## config.mk

```make
export PLATFORM = sky130hd
export DESIGN_NAME = conv_mac_pipe
export DESIGN_NICKNAME = d
export VERILOG_FILES = /design/src/rtl/conv_mac_pipe.sv
export SDC_FILE = /design/constraint.sdc
export NUM_CORES = 1
export LEC_CHECK = 0
export BUFFER_PORTS_ARGS = -buffer_cell sky130_fd_sc_hd__buf_2
export CELL_PAD_IN_SITES_DETAIL_PLACEMENT = 1
export CELL_PAD_IN_SITES_GLOBAL_PLACEMENT = 1
export CORE_UTILIZATION = 44
export CTS_CLUSTER_DIAMETER = 120
export CTS_CLUSTER_SIZE = 14
export DETAILED_ROUTE_END_ITERATION = 12
export PLACE_DENSITY_LB_ADDON = 0.25
export SLEW_MARGIN = 20
export SYNTH_ARGS = -nofsm -noshare
export SYNTH_HDL_FRONTEND = slang
export SYNTH_SLANG_ARGS = --single-unit
```

## constraint.sdc

```tcl
create_clock -name ap_clk -period 3.9 [get_ports ap_clk]
set_clock_uncertainty 0.05 [all_clocks]
set_input_delay 0.39 -clock ap_clk [delete_from_list [all_inputs] [get_ports ap_clk]]
set_output_delay 0.39 -clock ap_clk [all_outputs]
set_load 0.01 [all_outputs]
```

## src/rtl/conv_mac_pipe.sv

```systemverilog
// Pipelined multiply-accumulate for convolution sums: NUM_STAGE product stages
// feed an accumulator that emits one framed sum per 'last' term.
module conv_mac_pipe #(
  parameter int ID          = 1,
  parameter int DIN0_WIDTH  = 16,
  parameter int DIN1_WIDTH  = 16,
  parameter int DOUT_WIDTH  = 32,
  parameter int NUM_STAGE   = 3,
  parameter int DIN1_SIGNED = 0,
  parameter int SATURATE    = 1
) (
  input  logic                  ap_clk,
  input  logic                  ap_rst_n,
  input  logic                  ce,
  input  logic                  in_valid,
  input  logic [DIN0_WIDTH-1:0] din0,
  input  logic [DIN1_WIDTH-1:0] din1,
  input  logic                  first,
  input  logic                  last,
  output logic                  out_valid,
  output logic [DOUT_WIDTH-1:0] dout,
  output logic                  overflow
);

  localparam int PW = DIN0_WIDTH + DIN1_WIDTH;

  logic signed [DIN1_WIDTH:0] din1_ext;
  logic signed [PW:0]         prod_full;
  logic [PW-1:0]              prod_trim;

  // The exact product always fits in PW signed bits, so the top bit is redundant.
  assign din1_ext  = (DIN1_SIGNED != 0) ? {din1[DIN1_WIDTH-1], din1} : {1'b0, din1};
  assign prod_full = $signed(din0) * din1_ext;
  assign prod_trim = prod_full[PW-1:0];

  logic [PW-1:0] prod_reg  [NUM_STAGE];
  logic          valid_reg [NUM_STAGE];
  logic          first_reg [NUM_STAGE];
  logic          last_reg  [NUM_STAGE];

  genvar gi;
  generate
    for (gi = 0; gi < NUM_STAGE; gi++) begin : g_stage
      logic [PW-1:0] prod_d;
      logic          valid_d;
      logic          first_d;
      logic          last_d;

      if (gi == 0) begin : g_in
        assign prod_d  = prod_trim;
        assign valid_d = in_valid;
        assign first_d = first;
        assign last_d  = last;
      end else begin : g_chain
        assign prod_d  = prod_reg[gi-1];
        assign valid_d = valid_reg[gi-1];
        assign first_d = first_reg[gi-1];
        assign last_d  = last_reg[gi-1];
      end

      always_ff @(posedge ap_clk or negedge ap_rst_n) begin
        if (!ap_rst_n) begin
          prod_reg[gi]  <= '0;
          valid_reg[gi] <= 1'b0;
          first_reg[gi] <= 1'b0;
          last_reg[gi]  <= 1'b0;
        end else if (ce) begin
          prod_reg[gi]  <= prod_d;
          valid_reg[gi] <= valid_d;
          first_reg[gi] <= first_d;
          last_reg[gi]  <= last_d;
        end
      end
    end
  endgenerate

  logic [PW-1:0]         em_prod;
  logic                  em_valid;
  logic                  em_first;
  logic                  em_last;
  logic [DOUT_WIDTH-1:0] prod_ext;
  logic [DOUT_WIDTH:0]   sum_wide;
  logic                  add_ovf;
  logic [DOUT_WIDTH-1:0] sat_val;
  logic [DOUT_WIDTH-1:0] add_res;
  logic [DOUT_WIDTH-1:0] acc_next;
  logic                  ovf_next;

  logic [DOUT_WIDTH-1:0] acc_reg;
  logic                  acc_ovf_reg;
  logic [DOUT_WIDTH-1:0] dout_reg;
  logic                  ovf_out_reg;
  logic                  out_valid_reg;

  assign em_prod  = prod_reg[NUM_STAGE-1];
  assign em_valid = valid_reg[NUM_STAGE-1];
  assign em_first = first_reg[NUM_STAGE-1];
  assign em_last  = last_reg[NUM_STAGE-1];

  assign prod_ext = DOUT_WIDTH'($signed(em_prod));

  // One guard bit: overflow whenever the guard and sign bits disagree.
  assign sum_wide = {acc_reg[DOUT_WIDTH-1], acc_reg} + {prod_ext[DOUT_WIDTH-1], prod_ext};
  assign add_ovf  = sum_wide[DOUT_WIDTH] ^ sum_wide[DOUT_WIDTH-1];
  assign sat_val  = sum_wide[DOUT_WIDTH] ? {1'b1, {(DOUT_WIDTH-1){1'b0}}}
                                         : {1'b0, {(DOUT_WIDTH-1){1'b1}}};
  assign add_res  = (add_ovf && (SATURATE != 0)) ? sat_val : sum_wide[DOUT_WIDTH-1:0];

  assign acc_next = em_first ? prod_ext : add_res;
  assign ovf_next = em_first ? 1'b0 : (acc_ovf_reg | add_ovf);

  always_ff @(posedge ap_clk or negedge ap_rst_n) begin
    if (!ap_rst_n) begin
      acc_reg     <= '0;
      acc_ovf_reg <= 1'b0;
      dout_reg    <= '0;
      ovf_out_reg <= 1'b0;
    end else if (ce && em_valid) begin
      acc_reg     <= acc_next;
      acc_ovf_reg <= ovf_next;
      if (em_last) begin
        dout_reg    <= acc_next;
        ovf_out_reg <= ovf_next;
      end
    end
  end

  // Cleared on ce=0 edges so a stalled pulse can never reappear as a duplicate.
  always_ff @(posedge ap_clk or negedge ap_rst_n) begin
    if (!ap_rst_n) begin
      out_valid_reg <= 1'b0;
    end else begin
      out_valid_reg <= ce & em_valid & em_last;
    end
  end

  assign out_valid = out_valid_reg & ce;
  assign dout      = dout_reg;
  assign overflow  = ovf_out_reg;

  logic unused_bits;
  assign unused_bits = prod_full[PW] ^ (ID != 0);

endmodule

```

==> flow_metrics.tcl, run 1 <==
set metrics [dict create \
    outcome "complete, but fails checks" \
    violations "setup timing" \
    totalWireLength_mm 50.1 \
    ys_seq_area_share_pct 25.0 \
    routedWlPerCell_um 19.4 \
    drive_above_1_share_pct 28.4 \
    drt_iter0_markers 597 \
    hp-class "primary input to flop" \
    antenna_found_initial 0 \
    min_period_over_period_pct 146 \
    final_cell_count_no_fill 2581 \
    cts_max_path_buffers 2 \
    htreeDepth 4 \
    avgSynthCellArea_sq_um 9.50 \
    dpl_cell_area_sq_um 19600 \
    nets 2432 \
    netlist_instances 1815 \
    io_buffers 71 \
    path_class "primary input to flop" \
    cp_common_cell "fa_1" \
    worstPathCellList "buf_12, buf_6, and2_4, fa_1, inv_1, fa_2, inv_2, fa_1, fa_2, fa_1, inv_1, fa_1, inv_2, ha_4, o21ai_1, o21bai_1, a21o_1, a21o_1, a211o_1, a211oi_2, buf_4, o41ai_2, a2111oi_2, nand3b_1" \
    fin_crit_ns 5.69 \
    vias 13800 \
    rows 72 \
    setup_slack_ns -1.79 \
    synth.area.top_cells "dfrtp_1 (25%), fa_1 (23%), ha_1 (11%)" \
    max_slew_margin_pct 47.3 \
    path_buf_inv 7 \
    clock_latency_ns 0.43 \
    dpl_worst_slack_ns -2.42 \
    synth_common_cells "inv_1 (269), nand2_1 (229), fa_1 (195), dfrtp_1 (172), ha_1 (149)" \
    met1Wirelength_mm 21.5 \
    rsz0062_at_grt "yes" \
    fp.dieArea_sq_um 40000 \
    syn2layout_area_growth_pct 24.5 \
    synthFlopType "dfrtp_1" \
    root_buffer "clkbuf_16" \
    cts_tree "done" \
    dr_wl_met2_mm 26.3 \
    grt_max_degree 84 \
    synth_top_area_share_pct 25.0 \
    finalHoldViolCount 0 \
    setup_violations 26 \
    startpoint_type "primary input" \
    grt_pass1_wl_mm 80.1 \
    ys_types 69 \
    path_max_fanout 9 \
    ant_nets 0 \
    synth_area_sq_um 17200 \
    clkTransAtPathRegs_ns 0.07 \
    stdcell_area_sq_um 21500 \
    core-area_sq_um 38600 \
    fill_cells 4312 \
    dieHeight_um 200 \
    cp_slowest_cell "fa_1" \
    largest_register_ffs 64 \
    highest_layer "met4" \
    diodes 0 \
    die_w_um 200 \
    holdWs_ns 0.135 \
    synth_most_common_cell "inv_1" \
    grt_usage_pct 25.5 \
    initial_core_util_pct 44.6 \
    met3WireLength_mm 1.15 \
    tightest_slew_ns 0.791 \
    synth_seq_cells 172 \
    fmax_mhz 176 \
    cts_buffers 17 \
    synthesis.nets 2197 \
    gp_congestion 0.925 \
    synth_edf_count 0 \
    end_kind "flop" \
    synth_top_cell_by_area "dfrtp_1" \
    floorplan.io_pins 72 \
    max_stage_delay_ns 0.53 \
    maxCapViolations 0 \
    async_flop_share_pct 100 \
    dp_hpwl_mm 38.0 \
    grt_overflow 0 \
    path_delay_family "adder cells" \
    ys.warnings.count 0 \
    clkSinkCount 172 \
    cp.arrival_ns 6.00 \
    via_per_inst 5.36 \
    drcViolationCount 0 \
    dp.cells 2505 \
    drt-pass1-iter-count 5 \
    slew_violations 0 \
    cp_data_required_time_ns 4.21 \
    grt_pass1_vias 15400 \
]
## what timing repair did
action,in CTS,in global routing
resized for setup,173,87
hold buffers,1,0
endpoints found under the hold margin,22,0
pin swaps,51,54
setup buffers,21,36
setup endpoints to repair,26,28
cloned,0,0
## per-layer routing
metal  up-vias  GRT usage [%]
met1      7138           31.6
met2       233           47.0
met3        84           2.35
met4         0           6.90
li1       6391              -
met5         -              0
## area by class of cell
cell class	instances	area [sq um]	share of cell area, %
multi-input cells	1299	12500	58.2
flip-flops and latches	172	4300	20.0
repair buffers	290	2420	11.3
inverters	270	1010	4.72
well taps	518	648	3.02
clock buffers	20	447	2.08
clock inverters	12	130	0.606
## per-stage QoR
stage          TNS, ns  utilization [%]
5_1_grt         -36.67             55.6
3_5_place_dp    -46.53             50.7
6_report        -33.46             55.6
3_3_place_gp    -43.14             50.7
4_1_cts         -30.61             54.2
2_1_floorplan   -30.98                -
## cell families (layout without fill, tap and decap cells)
family          Yosys count  after routing  share of synthesized area (%)
mux                      90             90                           5.87
xor+xnor                 48             48                           2.44
compound gates          311            311                           11.8
simple gates            506            506                           13.8
fa+ha+maj               344            344                           33.4
buf+inv                 344            592                           7.63
flops                   172            172                           25.0
## worst paths after layout
check                                             from                           endpoint  slack (ns)  cells after the start
worst min register to register    dout[20]$_DFFE_PN0P_               dout[20]$_DFFE_PN0P_        0.42                      2
worst min-delay path                              last      g_stage[1].last_d$_DFFE_PN0P_        0.14                      2
worst max-delay path                           din0[4]  g_stage[1].prod_d[31]$_DFFE_PN0P_       -1.79                     24
min in group asynchronous                     ap_rst_n                dout[6]$_DFFE_PN0P_        0.50                      2
max in group asynchronous                     ap_rst_n   g_stage[2].prod_d[9]$_DFFE_PN0P_        2.33                      3
worst max register to register  em_prod[3]$_DFFE_PN0P_            acc_reg[12]$_DFFE_PN0P_        0.34                     11
## placed cells by master, fill, tap and decap left out, drive strengths merged, types with 4 or more instances in the layout
cell	count
inv	275
nor2	80
xor2	9
a31oi	10
clkbuf	20
o31ai	61
nand2b	13
o21ai	55
fa	195
dfrtp	172
or3	7
ha	149
and3	5
a21o	27
nand3	15
nor4	4
nand2	229
o21a	12
and2	122
nor3	12
o211ai	6
nand4	7
o21bai	8
buf	289
xnor2	39
a21oi	92
mux2	89
a211oi	8
Power of run 1 is not shown: default switching activity piles up to over one toggle a cycle in this logic, so the estimate is an artifact.
==> inputs of run 2 (changes only) <==
--- a/config.mk
+++ b/config.mk
@@ -5,14 +5,15 @@
 export SDC_FILE = /design/constraint.sdc
 export NUM_CORES = 1
 export LEC_CHECK = 0
-export BUFFER_PORTS_ARGS = -buffer_cell sky130_fd_sc_hd__buf_2
 export CELL_PAD_IN_SITES_DETAIL_PLACEMENT = 1
 export CELL_PAD_IN_SITES_GLOBAL_PLACEMENT = 1
 export CORE_UTILIZATION = 44
 export CTS_CLUSTER_DIAMETER = 120
 export CTS_CLUSTER_SIZE = 14
 export DETAILED_ROUTE_END_ITERATION = 12
+export DONT_BUFFER_PORTS = 1
 export PLACE_DENSITY_LB_ADDON = 0.25
+export SKIP_CTS_REPAIR_TIMING = 1
 export SLEW_MARGIN = 20
 export SYNTH_ARGS = -nofsm -noshare
 export SYNTH_HDL_FRONTEND = slang
==> flow_metrics.tcl, run 2 (synthesis gave the netlist of run 1 again) <==
set metrics [dict create \
    outcome "complete, but fails checks" \
    violations "hold timing, setup timing" \
    cp_common_cell "fa_1" \
    via_per_inst 5.36 \
    initial_core_util_pct 44.6 \
    die_w_um 200 \
    startpoint_type "primary input" \
    ant_nets 0 \
    dp_hpwl_mm 35.6 \
    grt_pass1_wl_mm 75.1 \
    final_cell_mix "inv_1 (259), nand2_1 (219), fa_1 (191)" \
    dp.cells 2361 \
    syn2layout_area_growth_pct 14.6 \
    largest_register_ffs 64 \
    dieHeight_um 200 \
    worst_r2r_path_depth 11 \
    path_class "primary input to flop" \
    path_delay_family "adder cells" \
    gp_congestion 0.871 \
    setup_slack_ns -1.60 \
    drcViolationCount 0 \
    setup_violations 23 \
    floorplan.io_pins 72 \
    clock_latency_ns 0.45 \
    critPathLaunch "din1[3]" \
    min_period_over_period_pct 141 \
    reg2reg_to "acc_reg[2]$_DFFE_PN0P_" \
    cp_slowest_cell "fa_1" \
    stdcell_area_sq_um 19800 \
    drive_above_1_share_pct 18.5 \
    tightest_slew_ns 0.838 \
    grt_pass1_vias 14200 \
    clkSinkCount 172 \
    routedWlPerCell_um 19.4 \
    grt_max_degree 173 \
    root_buffer "clkbuf_16" \
    max_stage_delay_ns 0.55 \
    final_cell_count_no_fill 2399 \
    end_kind "flop" \
    holdWs_ns -0.411 \
    grt_overflow 0 \
    dpl_worst_slack_ns -2.12 \
    max_slew_margin_pct 43.9 \
    rsz0062_at_grt "yes" \
    fin_crit_ns 5.50 \
    antenna_found_initial 0 \
    final_common_cell "inv_1" \
    clkTransAtPathRegs_ns 0.07 \
    nets 2250 \
    fp.dieArea_sq_um 40000 \
    cts_max_path_buffers 2 \
    cts_tree "done" \
    totalWireLength_mm 46.5 \
    r2r_start "em_prod[3]$_DFFE_PN0P_" \
    finalHoldViolCount 172 \
    rows 72 \
    fill_cells 4342 \
    hp-class "primary input to asynchronous set/reset pin" \
    cts_buffers 17 \
    vias 12900 \
    crit_cells 22 \
    fmax_mhz 182 \
    r2r_slack_ns 0.31 \
    cp.arrival_ns 5.84 \
    path_max_fanout 16 \
    cp_data_required_time_ns 4.23 \
    path_buf_inv 5 \
    core-area_sq_um 38600 \
    slew_violations 0 \
    maxCapViolations 0 \
    io_buffers 0 \
    drt-pass1-iter-count 5 \
    worstPathCellList "and2_4, fa_1, inv_2, fa_1, inv_1, fa_1, fa_1, fa_1, inv_1, fa_1, inv_2, ha_4, o21ai_2, o21bai_1, a21o_1, a21o_1, a211o_1, a211oi_2, buf_4, o41ai_4, a2111oi_0, nand3b_1" \
    grt_usage_pct 24.0 \
    drt_iter0_markers 528 \
    dpl_cell_area_sq_um 18700 \
    htreeDepth 4 \
    diodes 0 \
    critPathCapture "g_stage[1].prod_d[31]$_DFFE_PN0P_" \
]
-- run 2: worst min-delay path by stage --
| stage | endpoint | slack [ns] | depth (start not counted) |
|---|---|---|---|
| floorplan | acc_ovf_reg$_DFFE_PN0P_ | 0.04 | 0 |
| global placement | dout[9]$_DFFE_PN0P_ | 0.05 | 0 |
| detailed placement | dout[8]$_DFFE_PN0P_ | 0.05 | 0 |
| CTS | dout[6]$_DFFE_PN0P_ | -0.43 | 0 |
| global route | acc_reg[6]$_DFFE_PN0P_ | -0.43 | 0 |
| finish | acc_reg[6]$_DFFE_PN0P_ | -0.41 | 0 |
-- run 2: cell type report --
class / instances / area, sq um / area share, %
clock inverter: 15 / 185 / 0.937
sequential: 172 / 4300 / 21.8
timing repair buffer: 108 / 860 / 4.35
inverter: 270 / 1010 / 5.13
tap: 518 / 648 / 3.28
multi-input combinational: 1299 / 12300 / 62.4
clock buffer: 17 / 425 / 2.15
-- run 2: metrics by stage --
| stage | setup TNS, ns | util [%] |
|---|---|---|
| 2_1_floorplan | -30.98 | - |
| 3_3_place_gp | -36.45 | 48.3 |
| 3_5_place_dp | -39.78 | 48.3 |
| 4_1_cts | -28.01 | 49.9 |
| 5_1_grt | -30.58 | 51.1 |
| 6_report | -27.14 | 51.1 |
-- run 2: per-layer routing --
layer,global-route usage (%),vias up,part of all wire [%]
met3,3.23,35,3.2
met1,31.0,6628,45
li1,-,6013,-
met2,43.1,177,51
met5,0,-,0
met4,4.64,0,1.3
Power of run 2 is left out for the same reason.
==> inputs of run 3 (changes only) <==
--- a/config.mk
+++ b/config.mk
@@ -5,6 +5,7 @@
 export SDC_FILE = /design/constraint.sdc
 export NUM_CORES = 1
 export LEC_CHECK = 0
+export ABC_AREA = 1
 export CELL_PAD_IN_SITES_DETAIL_PLACEMENT = 1
 export CELL_PAD_IN_SITES_GLOBAL_PLACEMENT = 1
 export CORE_UTILIZATION = 44
@@ -12,7 +13,7 @@
 export CTS_CLUSTER_SIZE = 14
 export DETAILED_ROUTE_END_ITERATION = 12
 export DONT_BUFFER_PORTS = 1
-export PLACE_DENSITY_LB_ADDON = 0.25
+export PLACE_DENSITY = 0.86
 export SKIP_CTS_REPAIR_TIMING = 1
 export SLEW_MARGIN = 20
 export SYNTH_ARGS = -nofsm -noshare
==> flow_metrics.tcl, run 3 <==
set metrics [dict create \
    core-area_sq_um 40800 \
    ys.warnings.count 0 \
    fp.dieArea_sq_um 42200 \
    worstPathCellList "nand2_2, inv_2, fa_1, inv_1, fa_1, fa_1, inv_2, fa_1, fa_1, inv_2, fa_1, inv_2, ha_4, a21o_1, a21oi_2, nand2_1, nand2_1, nand3_2, buf_4, a21oi_2, xor2_1, o21ai_1" \
    reg2reg_to "dout[10]$_DFFE_PN0P_" \
    diodes 0 \
    cp_slowest_cell "fa_1" \
    path_delay_family "adder cells" \
    slew_violations 0 \
    htreeDepth 4 \
    synth.area.mux_share_pct 0 \
    rows 74 \
    synth_edf_count 0 \
    root_buffer "clkbuf_16" \
    drt-pass1-iter-count 5 \
    synth_compound_area_share_pct 5.23 \
    dpl_worst_slack_ns -1.61 \
    cp_common_cell "fa_1" \
    synth_top_area_share_pct 23.6 \
    grt_pass1_wl_mm 88.8 \
    max_slew_margin_pct 39.7 \
    die_w_um 206 \
    worst_r2r_path_depth 20 \
    avgSynthCellArea_sq_um 7.43 \
    nets 2858 \
    initial_core_util_pct 44.6 \
    ys_types 36 \
    busiest_layer "met2" \
    setup_slack_ns -1.21 \
    drt_iter0_markers 735 \
    drcViolationCount 0 \
    synth-simple-area-share_pct 24.9 \
    max_stage_delay_ns 0.58 \
    grt_pass1_vias 17600 \
    min_period_over_period_pct 131 \
    synth_top_cell_by_area "dfrtp_1" \
    maxCapViolations 0 \
    tightest_slew_ns 0.904 \
    via_per_inst 5.27 \
    r2r_start "em_prod[0]$_DFFE_PN0P_" \
    routedWlPerCell_um 19.2 \
    synthesis.nets 2835 \
    syn2layout_area_growth_pct 13.2 \
    netlist_instances 2453 \
    final_common_cell "nand2_1" \
    final_cell_mix "nand2_1 (835), inv_1 (465), fa_1 (183)" \
    floorplan.io_pins 72 \
    async_flop_share_pct 100 \
    fmax_mhz 196 \
    cts_max_path_buffers 2 \
    drive_above_1_share_pct 14.0 \
    synthAdderAreaFrac_pct 31.7 \
    synth_common_cells "nand2_1 (861), inv_1 (499), fa_1 (195), dfrtp_1 (172), ha_1 (149)" \
    cp.arrival_ns 5.35 \
    path_buf_inv 6 \
    fin_crit_ns 5.11 \
    violations "hold timing, setup timing" \
    clkTransAtPathRegs_ns 0.07 \
    synth.area.top_cells "dfrtp_1 (24%), fa_1 (21%), nand2_1 (18%)" \
    clkSinkCount 172 \
    cts_tree "done" \
    finalHoldViolCount 172 \
    synth_top_family_by_area "adder cells" \
    outcome "complete, but fails checks" \
    holdWs_ns -0.414 \
    ant_nets 0 \
    synthFlopType "dfrtp_1" \
    dieHeight_um 206 \
    vias 15900 \
    clock_latency_ns 0.44 \
    totalWireLength_mm 58.1 \
    grt.met1_usage_pct 31.4 \
    largest_register_ffs 64 \
    path_class "primary input to flop" \
    grt_max_degree 173 \
    rsz0062_at_grt "yes" \
    io_buffers 0 \
    r2r_slack_ns 0.82 \
    cp_data_required_time_ns 4.14 \
    path_max_fanout 16 \
    setup_violations 24 \
    fill_cells 5015 \
    grt_usage_pct 26.8 \
    hp-class "primary input to asynchronous set/reset pin" \
    use_met3_pct 3.03 \
    synth_area_sq_um 18200 \
    ys_seq_area_share_pct 23.6 \
    antenna_found_initial 0 \
    end_kind "flop" \
    cts_buffers 17 \
    synth-xor-area-share_pct 1.83 \
    gp_congestion 0.915 \
    synth_most_common_cell "nand2_1" \
    synth_seq_cells 172 \
    grt_overflow 0 \
    dp_hpwl_mm 42.4 \
    startpoint_type "primary input" \
    grtUsageMet2_pct 50.4 \
]
-- run 3: changes by cell type after synthesis, moves of 29 or more --
cell,change
o21ai_0,+31
o31ai_1,-61
a21oi_1,-29
and2_1,-121
mux2_2,-89
inv_1,+230
xnor2_1,-29
nand3_1,+95
nand2_1,+632
-- run 3: how the worst max path moves through the flow --
stage | start | endpoint | depth (start not counted)
after floorplan | din0[4] | g_stage[1].prod_d[27]$_DFFE_PN0P_ | 24
after global placement | din0[15] | g_stage[1].prod_d[29]$_DFFE_PN0P_ | 24
after detailed placement | din0[15] | g_stage[1].prod_d[29]$_DFFE_PN0P_ | 24
after CTS | din0[15] | g_stage[1].prod_d[29]$_DFFE_PN0P_ | 24
after global routing | din0[15] | g_stage[1].prod_d[31]$_DFFE_PN0P_ | 20
final | din0[4] | g_stage[1].prod_d[31]$_DFFE_PN0P_ | 22
-- run 3: per-layer routing --
metal | routed length, um | up-vias
li1 | - | 7322
met1 | 22900 | 8023
met2 | 30800 | 398
met3 | 2090 | 165
met4 | 2250 | 0
met5 | 0 | -
-- run 3: cell families (layout without fill, tap and decap cells) --
logic type                 after synthesis  count (layout)
adders and majority gates              344             344
and+or+nand+nor                       1119            1119
DFF                                    172             172
buffers and inverters                  607             643
AOI/OAI and AO/OA                      173             173
xor gates and xnor gates                38              38
-- run 3: metrics by stage --
| step | area (sq um) | hold slack [ns] | instances | TNS, ns | util, % |
|---|---|---|---|---|---|
| floorplan | 18900 | 0.0444 | 2453 | -26.16 | - |
| global placement | 19500 | 0.0471 | 2982 | -27.46 | 47.8 |
| detailed placement | 19500 | 0.0465 | 2982 | -31.53 | 47.8 |
| CTS | 20100 | -0.432 | 3014 | -20.03 | 49.3 |
| global route | 20600 | -0.429 | 3021 | -24.93 | 50.5 |
| finish | 20600 | -0.414 | 3021 | -21.56 | 50.5 |
-- run 3: cell type report --
class	instances	area, sq um	area share (%)
inverter	506	1910	9.24
sequential	172	4300	20.9
tap	532	666	3.23
clock buffer	20	467	2.26
clock inverter	12	159	0.770
timing repair buffer	105	823	3.99
multi-input combinational	1674	12300	59.7
Power of run 3 is left out for the same reason.
